===== src/rtl/haar_dwt_scheduler_if.sv =====
// Sample-in / coefficient-out stream bundle for the Haar DWT scheduler.
// master drives samples and out_ready; slave is the scheduler side.
interface haar_dwt_scheduler_if #(
    parameter int WIDTH = 16
);
    logic             in_valid;
    logic             in_ready;
    logic [WIDTH-1:0] in_data;
    logic             out_valid;
    logic             out_ready;
    logic [1:0]       out_level;
    logic [WIDTH-1:0] out_ca;
    logic [WIDTH-1:0] out_cd;

    modport master (
        output in_valid, in_data, out_ready,
        input  in_ready, out_valid, out_level, out_ca, out_cd
    );

    modport slave (
        input  in_valid, in_data, out_ready,
        output in_ready, out_valid, out_level, out_ca, out_cd
    );
endinterface


===== src/rtl/haar_dwt_scheduler.sv =====
// Multi-level Haar DWT sharing one butterfly; pair completes at edge N, result valid after N+1.
// Backpressure: full output slot stalls grants, a pending level-1 pair drops in_ready.
module haar_dwt_scheduler #(
    parameter int WIDTH  = 16,
    parameter int LEVELS = 3
) (
    input  logic                    clk,
    input  logic                    rst_n,
    input  logic                    clear,
    haar_dwt_scheduler_if.slave     bus,
    output logic                    busy,
    output logic [15:0]             final_cnt
);
    localparam logic [1:0] LAST_LVL = 2'(LEVELS);

    logic [LEVELS-1:0] r_half;
    logic [LEVELS-1:0] r_pend;
    logic [WIDTH-1:0]  r_hold [LEVELS];
    logic [WIDTH-1:0]  r_pa   [LEVELS];
    logic [WIDTH-1:0]  r_pb   [LEVELS];
    logic              r_out_vld;
    logic [1:0]        r_out_lvl;
    logic [WIDTH-1:0]  r_out_ca;
    logic [WIDTH-1:0]  r_out_cd;
    logic [15:0]       r_final_cnt;

    logic              w_slot_free;
    logic              w_drain;
    logic              w_in_acc;
    logic [LEVELS:0]   w_pend_ext;
    logic [LEVELS-1:0] w_elig;
    logic              w_gnt_vld;
    logic [1:0]        w_gnt_idx;
    logic [LEVELS-1:0] w_gnt_oh;
    logic [WIDTH-1:0]  w_a;
    logic [WIDTH-1:0]  w_b;
    logic [WIDTH:0]    w_sum;
    logic [WIDTH-1:0]  w_ca;
    logic [WIDTH-1:0]  w_cd;
    logic [LEVELS-1:0] w_push;
    logic [WIDTH-1:0]  w_push_dat [LEVELS];

    assign w_slot_free = !r_out_vld || bus.out_ready;
    assign w_drain     = r_out_vld && bus.out_ready;
    assign bus.in_ready = !r_pend[0] && !clear;
    assign w_in_acc    = bus.in_valid && bus.in_ready;
    // Zero above the deepest level, so the last level never waits on a successor.
    assign w_pend_ext  = {1'b0, r_pend};

    always_comb begin
        w_elig    = '0;
        w_gnt_vld = 1'b0;
        w_gnt_idx = 2'd0;
        w_gnt_oh  = '0;
        for (int i = 0; i < LEVELS; i++) begin
            w_elig[i] = r_pend[i] && w_slot_free && !w_pend_ext[i+1];
            if (w_elig[i]) begin
                w_gnt_vld = 1'b1;
                w_gnt_idx = 2'(i);
            end
        end
        for (int i = 0; i < LEVELS; i++) begin
            w_gnt_oh[i] = w_gnt_vld && (w_gnt_idx == 2'(i));
        end
    end

    assign w_a   = r_pa[w_gnt_idx];
    assign w_b   = r_pb[w_gnt_idx];
    assign w_sum = {1'b0, w_a} + {1'b0, w_b};
    assign w_ca  = WIDTH'(w_sum >> 1);
    assign w_cd  = (w_a >= w_b) ? (w_a - w_b) : (w_b - w_a);

    // Level 1 is fed by the input stream, deeper levels by the shared butterfly's ca.
    always_comb begin
        w_push        = '0;
        w_push[0]     = w_in_acc;
        for (int i = 0; i < LEVELS; i++) begin
            w_push_dat[i] = w_ca;
        end
        w_push_dat[0] = bus.in_data;
        for (int i = 1; i < LEVELS; i++) begin
            w_push[i] = w_gnt_oh[i-1];
        end
    end

    always_ff @(posedge clk or negedge rst_n) begin
        if (!rst_n) begin
            r_half      <= '0;
            r_pend      <= '0;
            for (int i = 0; i < LEVELS; i++) begin
                r_hold[i] <= '0;
                r_pa[i]   <= '0;
                r_pb[i]   <= '0;
            end
            r_out_vld   <= 1'b0;
            r_out_lvl   <= 2'd0;
            r_out_ca    <= '0;
            r_out_cd    <= '0;
            r_final_cnt <= 16'd0;
        end else if (clear) begin
            r_half    <= '0;
            r_pend    <= '0;
            r_out_vld <= 1'b0;
            r_out_lvl <= 2'd0;
            r_out_ca  <= '0;
            r_out_cd  <= '0;
        end else begin
            // A push only reaches a level whose pending flag is clear, so it never races a grant there.
            for (int i = 0; i < LEVELS; i++) begin
                if (w_gnt_oh[i]) begin
                    r_pend[i] <= 1'b0;
                end
                if (w_push[i]) begin
                    if (!r_half[i]) begin
                        r_hold[i] <= w_push_dat[i];
                        r_half[i] <= 1'b1;
                    end else begin
                        r_pa[i]   <= r_hold[i];
                        r_pb[i]   <= w_push_dat[i];
                        r_pend[i] <= 1'b1;
                        r_half[i] <= 1'b0;
                    end
                end
            end
            if (w_gnt_vld) begin
                r_out_vld <= 1'b1;
                r_out_lvl <= w_gnt_idx + 2'd1;
                r_out_ca  <= w_ca;
                r_out_cd  <= w_cd;
            end else if (w_drain) begin
                r_out_vld <= 1'b0;
            end
            if (w_drain && (r_out_lvl == LAST_LVL)) begin
                r_final_cnt <= r_final_cnt + 16'd1;
            end
        end
    end

    assign bus.out_valid = r_out_vld;
    assign bus.out_level = r_out_lvl;
    assign bus.out_ca    = r_out_ca;
    assign bus.out_cd    = r_out_cd;
    assign busy          = (|r_half) || (|r_pend) || r_out_vld;
    assign final_cnt     = r_final_cnt;
endmodule

===== src/flat_wrapper.sv =====
// flat-port wrapper written by rule: the top's interface ports become plain ports
module haar_dwt_scheduler_flat 
#(
    parameter int WIDTH  = 16,
    parameter int LEVELS = 3
)
  (clk, rst_n, clear, busy, final_cnt, bus_in_valid, bus_in_data, bus_out_ready, bus_in_ready, bus_out_valid, bus_out_level, bus_out_ca, bus_out_cd);
  haar_dwt_scheduler_if #(.WIDTH(WIDTH)) bus_i ();
  input  logic clk;
  input  logic rst_n;
  input  logic clear;
  output logic busy;
  output logic [15:0] final_cnt;
  input wire logic [$bits(bus_i.in_valid)-1:0] bus_in_valid;
  input wire logic [$bits(bus_i.in_data)-1:0] bus_in_data;
  input wire logic [$bits(bus_i.out_ready)-1:0] bus_out_ready;
  output wire logic [$bits(bus_i.in_ready)-1:0] bus_in_ready;
  output wire logic [$bits(bus_i.out_valid)-1:0] bus_out_valid;
  output wire logic [$bits(bus_i.out_level)-1:0] bus_out_level;
  output wire logic [$bits(bus_i.out_ca)-1:0] bus_out_ca;
  output wire logic [$bits(bus_i.out_cd)-1:0] bus_out_cd;
  assign bus_i.in_valid = bus_in_valid;
  assign bus_i.in_data = bus_in_data;
  assign bus_i.out_ready = bus_out_ready;
  assign bus_in_ready = bus_i.in_ready;
  assign bus_out_valid = bus_i.out_valid;
  assign bus_out_level = bus_i.out_level;
  assign bus_out_ca = bus_i.out_ca;
  assign bus_out_cd = bus_i.out_cd;
  haar_dwt_scheduler #(.WIDTH(WIDTH), .LEVELS(LEVELS)) u_core (.clk(clk), .rst_n(rst_n), .clear(clear), .bus(bus_i), .busy(busy), .final_cnt(final_cnt));
endmodule

===== config.mk =====
export PLATFORM = sky130hd
export DESIGN_NAME = haar_dwt_scheduler_flat
export DESIGN_NICKNAME = d
export VERILOG_FILES = /design/src/rtl/haar_dwt_scheduler_if.sv /design/src/rtl/haar_dwt_scheduler.sv /design/src/flat_wrapper.sv
export SDC_FILE = /design/constraint.sdc
export NUM_CORES = 1
export LEC_CHECK = 0
export ABC_AREA = 1
export CORE_MARGIN = 2
export CORE_UTILIZATION = 46
export CTS_CLUSTER_DIAMETER = 40
export DETAILED_ROUTE_END_ITERATION = 7
export MAX_ROUTING_LAYER = met4
export PLACE_DENSITY_LB_ADDON = 0.1
export SYNTH_ARGS = -nofsm -noshare
export SYNTH_HDL_FRONTEND = slang
export SYNTH_SLANG_ARGS = --single-unit

===== constraint.sdc =====
create_clock -name clk -period 4.05 [get_ports clk]
set_input_delay 0.6075 -clock clk [delete_from_list [all_inputs] [get_ports clk]]
set_output_delay 0.6075 -clock clk [all_outputs]
set_load 0.1 [all_outputs]

==> impl_metrics.ini, run 1 <==
[critical_path]
r2r-end = u_core.bus.out_cd[2]
crit_fanout = 22
reg2reg_depth = 17
r2r_start = u_core.bus.out_valid
regToRegSetupSlack_ns = 0.64
worstPathRequired_ns = 4.49
end_kind = register
crit_type = input port to register
cp.arrival_ns = 3.92
start_kind = input port

[timing]
min_period_ns = 3.48
setup_viol = 0
relSlewSlack_pct = 33.0
final.period_utilization_pct = 85.9
finClkSkew_ns = 0.0433
setup_tns_ns = 0
worstMarginPinSlew_ns = 1.00
grt_setup_unrepaired = false
final_max_slew_viol_count = 0
hold_viol_final = 0
worst_slack_ns = 0.571
fmaxAchievable_mhz = 287

[drt]
via_per_inst = 5.06
routed_wl_um = 32900
drc = 0
drt_first_pass_iters = 5
drt_iter0_drc = 762
postRouteAntennaNets = 0
dr_total_vias = 10000
post_drt_wl_per_cell_um = 16.6

[layout]
area.growth.synth_to_final_pct = 24.9
final_cells = 1985
drive_gt1_share_pct = 15.6
final_area_sq_um = 14400
antenna_cells = 0
final_nets = 1712

[clock_network]
cts_setup_buffers = 0
postCtsHoldBufs = 0
numCtsBuffers = 30
clock-sinks = 201
clk_latency_ns = 0.59
clk_pin_slew_ns = 0.06
htreeDepth = 1
root_buffer = clkbuf_16
cts.repair.resized = 0
cts_tree = built
ctsLongestPathBuffers = 3

[yosys]
ys.flop_type = dfrtp_1
avgSynthCellArea_sq_um = 7.85
synth_top_area_share_pct = 43.6
synth_top_area_cell = dfrtp_1
async_flop_share_pct = 100
synth_commonest_cells = nand2_1, inv_1, dfrtp_1
synth.most_common_cell = nand2_1
synth_edf_count = 0
syn_inst = 1469
ys_ff_latch = 201
netlist_area_sq_um = 11500
syn-num-nets = 1541
seq_area_frac_synth_pct = 43.6
synth_area_leaders = dfrtp_1, nand2_1, inv_1
netlist-cell-type-count = 48
ys_warn_count = 0

[power]
p_comb_share_pct = 55.2
power_density_nw_per_um2 = 867
seq_power_share_pct = 22.8
clockPowerShare_pct = 22.1
swShare_pct = 45.0
power.leakage_nw = 7.47
intPower_w = 0.00687
irDropWorstVdd_v = 0.000461
fin_total_pwr_w = 0.0125
p_switching_w = 0.00562

[place]
place_area_sq_um = 13300
io_buffers = 73
pre_cts_slack_ns = -0.0682
placed_cells = 1932
place_congestion = 0.940
hpwl_um = 24800

[die]
placementRows = 57
pin_count = 74
fp.dieH_um = 162
initial_core_util_pct = 47.1
die_x_um = 162
coreArea_sq_um = 24500
die_area_sq_um = 26300

[global_routing]
antenna_found_initial = 0
track_usage_pct = 26.5
first_global_vias = 9626
gr-total-overflow = 0
grt_pass1_wl_um = 53100
grt_max_degree = 97

[worst_hold_path]
hold_path_class = input port to async pin

[outcome]
status = completed

[job]
cap_violations = 0
-- layout by cell type, fill, tap and decap left out, types with 4 or more instances in the layout --
master,count
inv_6,4
o21bai_1,7
clkdlybuf4s50_1,71
nor2_4,8
nand3_1,102
xnor2_1,8
nor3_1,10
nand4_1,14
nand3_2,4
buf_12,5
inv_2,14
buf_4,119
clkbuf_8,4
ha_1,48
dfrtp_1,201
a22o_1,5
clkbuf_16,30
nand2_1,435
inv_1,203
o21ai_0,127
xor2_1,23
o21ai_1,19
nand2_2,13
a21oi_2,4
a21oi_1,34
o21a_1,11
a22oi_1,19
nor2_2,12
bufinv_16,5
mux2_2,16
nor2_1,41
-- power by group through the flow --
stage | combinational [W] | clock, W | sequential [W]
finish | 0.00689 | 0.00276 | 0.00284
global route | 0.00761 | 0.00288 | 0.00290
CTS | 0.00688 | 0.00280 | 0.00284
detailed placement | 0.00686 | 0 | 0.00286
global placement | 0.00683 | 0 | 0.00286
floorplan | 0.00377 | 0 | 0.00325
-- cells by family after synthesis --
group / count (synthesis) / share of synthesized area, %
XOR/XNOR: 33 / 2.64
buffers and inverters: 277 / 10.1
flip-flops: 201 / 43.6
AND/OR/NAND/NOR: 654 / 24.6
multiplexers: 16 / 1.56
adder cells (fa/ha/maj): 51 / 5.73
AO/OA/AOI/OAI: 237 / 11.7
-- through the flow --
stage,utilization [%],hold WS [ns]
floorplan,-,0.312
global placement,54.5,0.453
detailed placement,54.5,0.459
CTS,58.9,0.158
global route,58.9,0.191
finish,58.9,0.130
-- sequential cells by signal, indices dropped and copies added, names as in the netlist --
name / count
u_core.r_hold: 48
u_core.r_pa: 48
u_core.r_pb: 48
u_core.bus.out_ca: 16
u_core.bus.out_cd: 16
u_core.final_cnt: 16
u_core.r_half: 3
u_core.r_pend: 3
u_core.bus.out_level: 2
u_core.bus.out_valid: 1
-- layout make-up --
class,count,area (sq um)
flip-flops and latches,201,5030
multi-input cells,991,5340
clock inverters,18,280
repair buffers,196,1720
fillers,2278,10100
clock buffers,35,800
inverters,220,831
well taps,324,405
-- how the worst max path moves through the flow --
| stage | start | end | depth (start not counted) |
|---|---|---|---|
| floorplan | u_core.bus.out_valid | u_core.bus.out_cd[10] | 20 |
| finish | bus_out_ready | u_core.bus.out_cd[2] | 17 |
| CTS | bus_out_ready | u_core.r_pb[29] | 15 |
| global placement | bus_out_ready | u_core.r_pb[29] | 15 |
| global route | bus_out_ready | u_core.r_pb[29] | 16 |
| detailed placement | bus_out_ready | u_core.r_pb[29] | 15 |
-- layer usage --
| layer | track usage (%) | vias up | part of all wire (%) |
|---|---|---|---|
| met5 | - | - | 0 |
| met4 | 7.60 | 0 | 3.1 |
| met3 | 3.65 | 58 | 4.8 |
| met2 | 40.1 | 251 | 45 |
| met1 | 37.4 | 4730 | 48 |
| li1 | - | 5007 | - |
-- critical path, stage by stage --
cell and delay, ns:
clkdlybuf4s50_1 0.46, nor2_4 0.21, nor2_2 0.06, buf_4 0.23, a221oi_1 0.53, inv_1 0.24
fa_1 0.48, inv_1 0.09, nand2_1 0.06, nand2_1 0.09, nand2_1 0.08, nand3_2 0.08
nand2_1 0.07, nand2_2 0.29, o21ai_0 0.16, nand3_1 0.11, nand2_1 0.05
Note: power is estimated with default switching activity, not from simulation.
==> run 2: changes to the inputs <==
- ABC_AREA: 1 -> not set
- ABC_CLOCK_PERIOD_IN_PS: not set -> 4050
==> run 2 against run 1 <==
  * First-iteration DRC count fell by 22%
  * Via count fell by 8.2%
  * Utilization is 2.5 points higher
  * Sequential share of layout area increased by 0.052 points
  * Setup slack got worse by 0.38 ns
  * Worst hold slack got worse by 0.093 ns
  * Non-clock buffer count rose by 51
  * Clock skew shrank 0.028 ns
  * Synthesized cell count decreased by 21%
  * Sequential power shrank 9.2%
  * Global-route usage is 1.2 points lower
  * Register-to-register slack worse by 0.45 ns
  * Critical path type is now register to register
  * Largest power group unchanged
==> impl_metrics.ini, run 2 <==
[outcome]
status = completed

[layout]
drive_gt1_share_pct = 23.8
final_nets = 1440
multi_input_area_sq_um = 5530
top_regs = u_core.r_hold (48), u_core.r_pa (48), u_core.r_pb (48)
area.growth.synth_to_final_pct = 31.0
regArea_sq_um = 5040
final_common_cell = nand2_1
final_cells = 1712
fillCellCount = 2023
antenna_cells = 0
layout_common_cells = nand2_1, dfrtp_1, buf_4

[timing]
fmaxAchievable_mhz = 259
hold_viol_final = 0
final.period_utilization_pct = 95.2
final_max_slew_viol_count = 0
holdWs_ns = 0.0368
finClkSkew_ns = 0.0151
relSlewSlack_pct = 32.9
worstMarginPinSlew_ns = 1.01
setup_tns_ns = 0
min_period_ns = 3.86
grt_setup_unrepaired = false
setup_viol = 0
worst_slack_ns = 0.192

[yosys]
ys_ff_latch = 201
netlist-cell-type-count = 63
synth_top_area_cell = dfrtp_1
synth_commonest_cells = nand2_1, dfrtp_1, a21oi_1
syn_inst = 1163
synth_area_leaders = dfrtp_1, mux2_2, nand2_1
seq_area_frac_synth_pct = 45.8
ys_warn_count = 0
async_flop_share_pct = 100
netlist_area_sq_um = 11000
synth.most_common_cell = nand2_1
avgSynthCellArea_sq_um = 9.45
synth_top_area_share_pct = 45.8
synth_edf_count = 0
ys.flop_type = dfrtp_1
syn-num-nets = 1235

[global_routing]
track_usage_pct = 25.3
grt_max_degree = 70
antenna_found_initial = 0
grt.busiest_layer = met2
grt.met3_usage_pct = 3.32
grt_use_met1_pct = 37.1
first_global_vias = 8757
grt_pass1_wl_um = 48200
grt_util_met2_pct = 37.8
gr-total-overflow = 0

[clock_network]
clk_latency_ns = 0.57
clk_pin_slew_ns = 0.06
ctsLongestPathBuffers = 3
htreeDepth = 1
numCtsBuffers = 31
postCtsHoldBufs = 0
clock-sinks = 201
root_buffer = clkbuf_16
cts_setup_buffers = 0
cts_tree = built

[die]
coreArea_sq_um = 23500
fp.dieH_um = 159
pin_count = 74
placementRows = 56
initial_core_util_pct = 46.8
die_area_sq_um = 25100
die_x_um = 159

[critical_path]
end_kind = register
r2r-end = u_core.bus.out_ca[9]
cp.arrival_ns = 4.34
crit_fanout = 17
worstPathRequired_ns = 4.53
r2r_start = u_core.bus.out_valid
start_kind = register
regToRegSetupSlack_ns = 0.19
crit_type = register to register
reg2reg_depth = 14

[drt]
drt_iter0_drc = 596
via_per_inst = 5.38
postRouteAntennaNets = 0
routed_wl_um = 30200
dr_total_vias = 9218
post_drt_wl_per_cell_um = 17.6
drt_first_pass_iters = 5
drc = 0

[place]
placed_cells = 1654
pre_cts_slack_ns = -0.702
hpwl_um = 21800
place_congestion = 0.891
io_buffers = 73

[power]
power_density_nw_per_um2 = 823
fin_total_pwr_w = 0.0119
power.leakage_nw = 6.81
irDropWorstVdd_v = 0.000437

[worst_hold_path]
hold_path_class = input port to async pin

[job]
cap_violations = 0
[run 2: cell types whose count changed in the layout (fill, tap and decap cells not counted), sizes merged, moves of 17 or more]
cell | before | now
nand2b | 0 | 42
o21ai | 147 | 62
a221o | 0 | 31
buf | 124 | 176
mux2 | 16 | 74
a21oi | 39 | 79
nand2 | 449 | 203
inv | 224 | 53
nor2 | 61 | 44
xnor2 | 8 | 25
xor2 | 25 | 8
nand3 | 107 | 43
a22oi | 19 | 2
[run 2: routing by layer]
layer	share of wire, %	vias to the layer above
met5	0	-
met4	2.0	0
met3	4.6	41
met2	44	208
met1	49	4492
li1	-	4477
[run 2: power breakdown]
part,internal [W],switching (W),leakage (nW)
registers,0.00233,0.000254,2.68
clock network,0.00187,0.000997,0.545
logic,0.00302,0.00339,3.59
total,0.00722,0.00464,6.81
[run 2: cells by family after synthesis]
kind of cell               synth area share [%]
and+or+nand+nor                            18.1
AOI/OAI and AO/OA                          15.0
DFF                                        45.8
buffers and inverters                      4.43
muxes                                      8.04
adders and majority gates                  6.01
xor gates and xnor gates                   2.63
[run 2: how the worst max path moves through the flow]
stage,slack [ns],from,depth (start not counted),endpoint
global route,0.05,u_core.bus.out_valid,17,u_core.bus.out_cd[5]
global placement,-0.70,bus_out_ready,16,u_core.r_hold[31]
detailed placement,-0.70,bus_out_ready,16,u_core.r_hold[11]
finish,0.19,u_core.bus.out_valid,14,u_core.bus.out_ca[9]
CTS,0.02,bus_out_ready,16,u_core.r_hold[31]
floorplan,0.009,bus_out_ready,16,u_core.bus.out_cd[5]
[run 2: timing repair]
item,in CTS,in global routing
resized for setup,3,5
setup endpoints to repair,18,38
endpoints found under the hold margin,0,0
[run 2: worst max-delay path, stage by stage (launching register included)]
cell and delay (ns):
dfrtp_4 0.52, nor2b_2 0.19, buf_12 0.16, a221o_1 0.42
ha_1 0.25, fa_1 0.38, nor2b_1 0.16, o31a_1 0.28
o41ai_2 0.23, buf_4 0.18, o21bai_1 0.09, a31oi_1 0.21
xnor2_1 0.32, nand2_1 0.22, a21oi_1 0.17
[run 2: metrics by stage]
stage / util, % / area (sq um)
after floorplan: - / 11000
after global placement: 56.4 / 13200
after detailed placement: 56.4 / 13200
after CTS: 61.3 / 14400
after global routing: 61.4 / 14400
final: 61.4 / 14400
[run 2: cell type report]
type	count	share of cell area [%]
Inverter	48	1.25
Tap cell	319	2.77
Clock inverter	19	2.01
Timing Repair Buffer	247	14.8
Clock buffer	39	5.87
Sequential cell	201	35.0
Multi-Input combinational cell	839	38.4
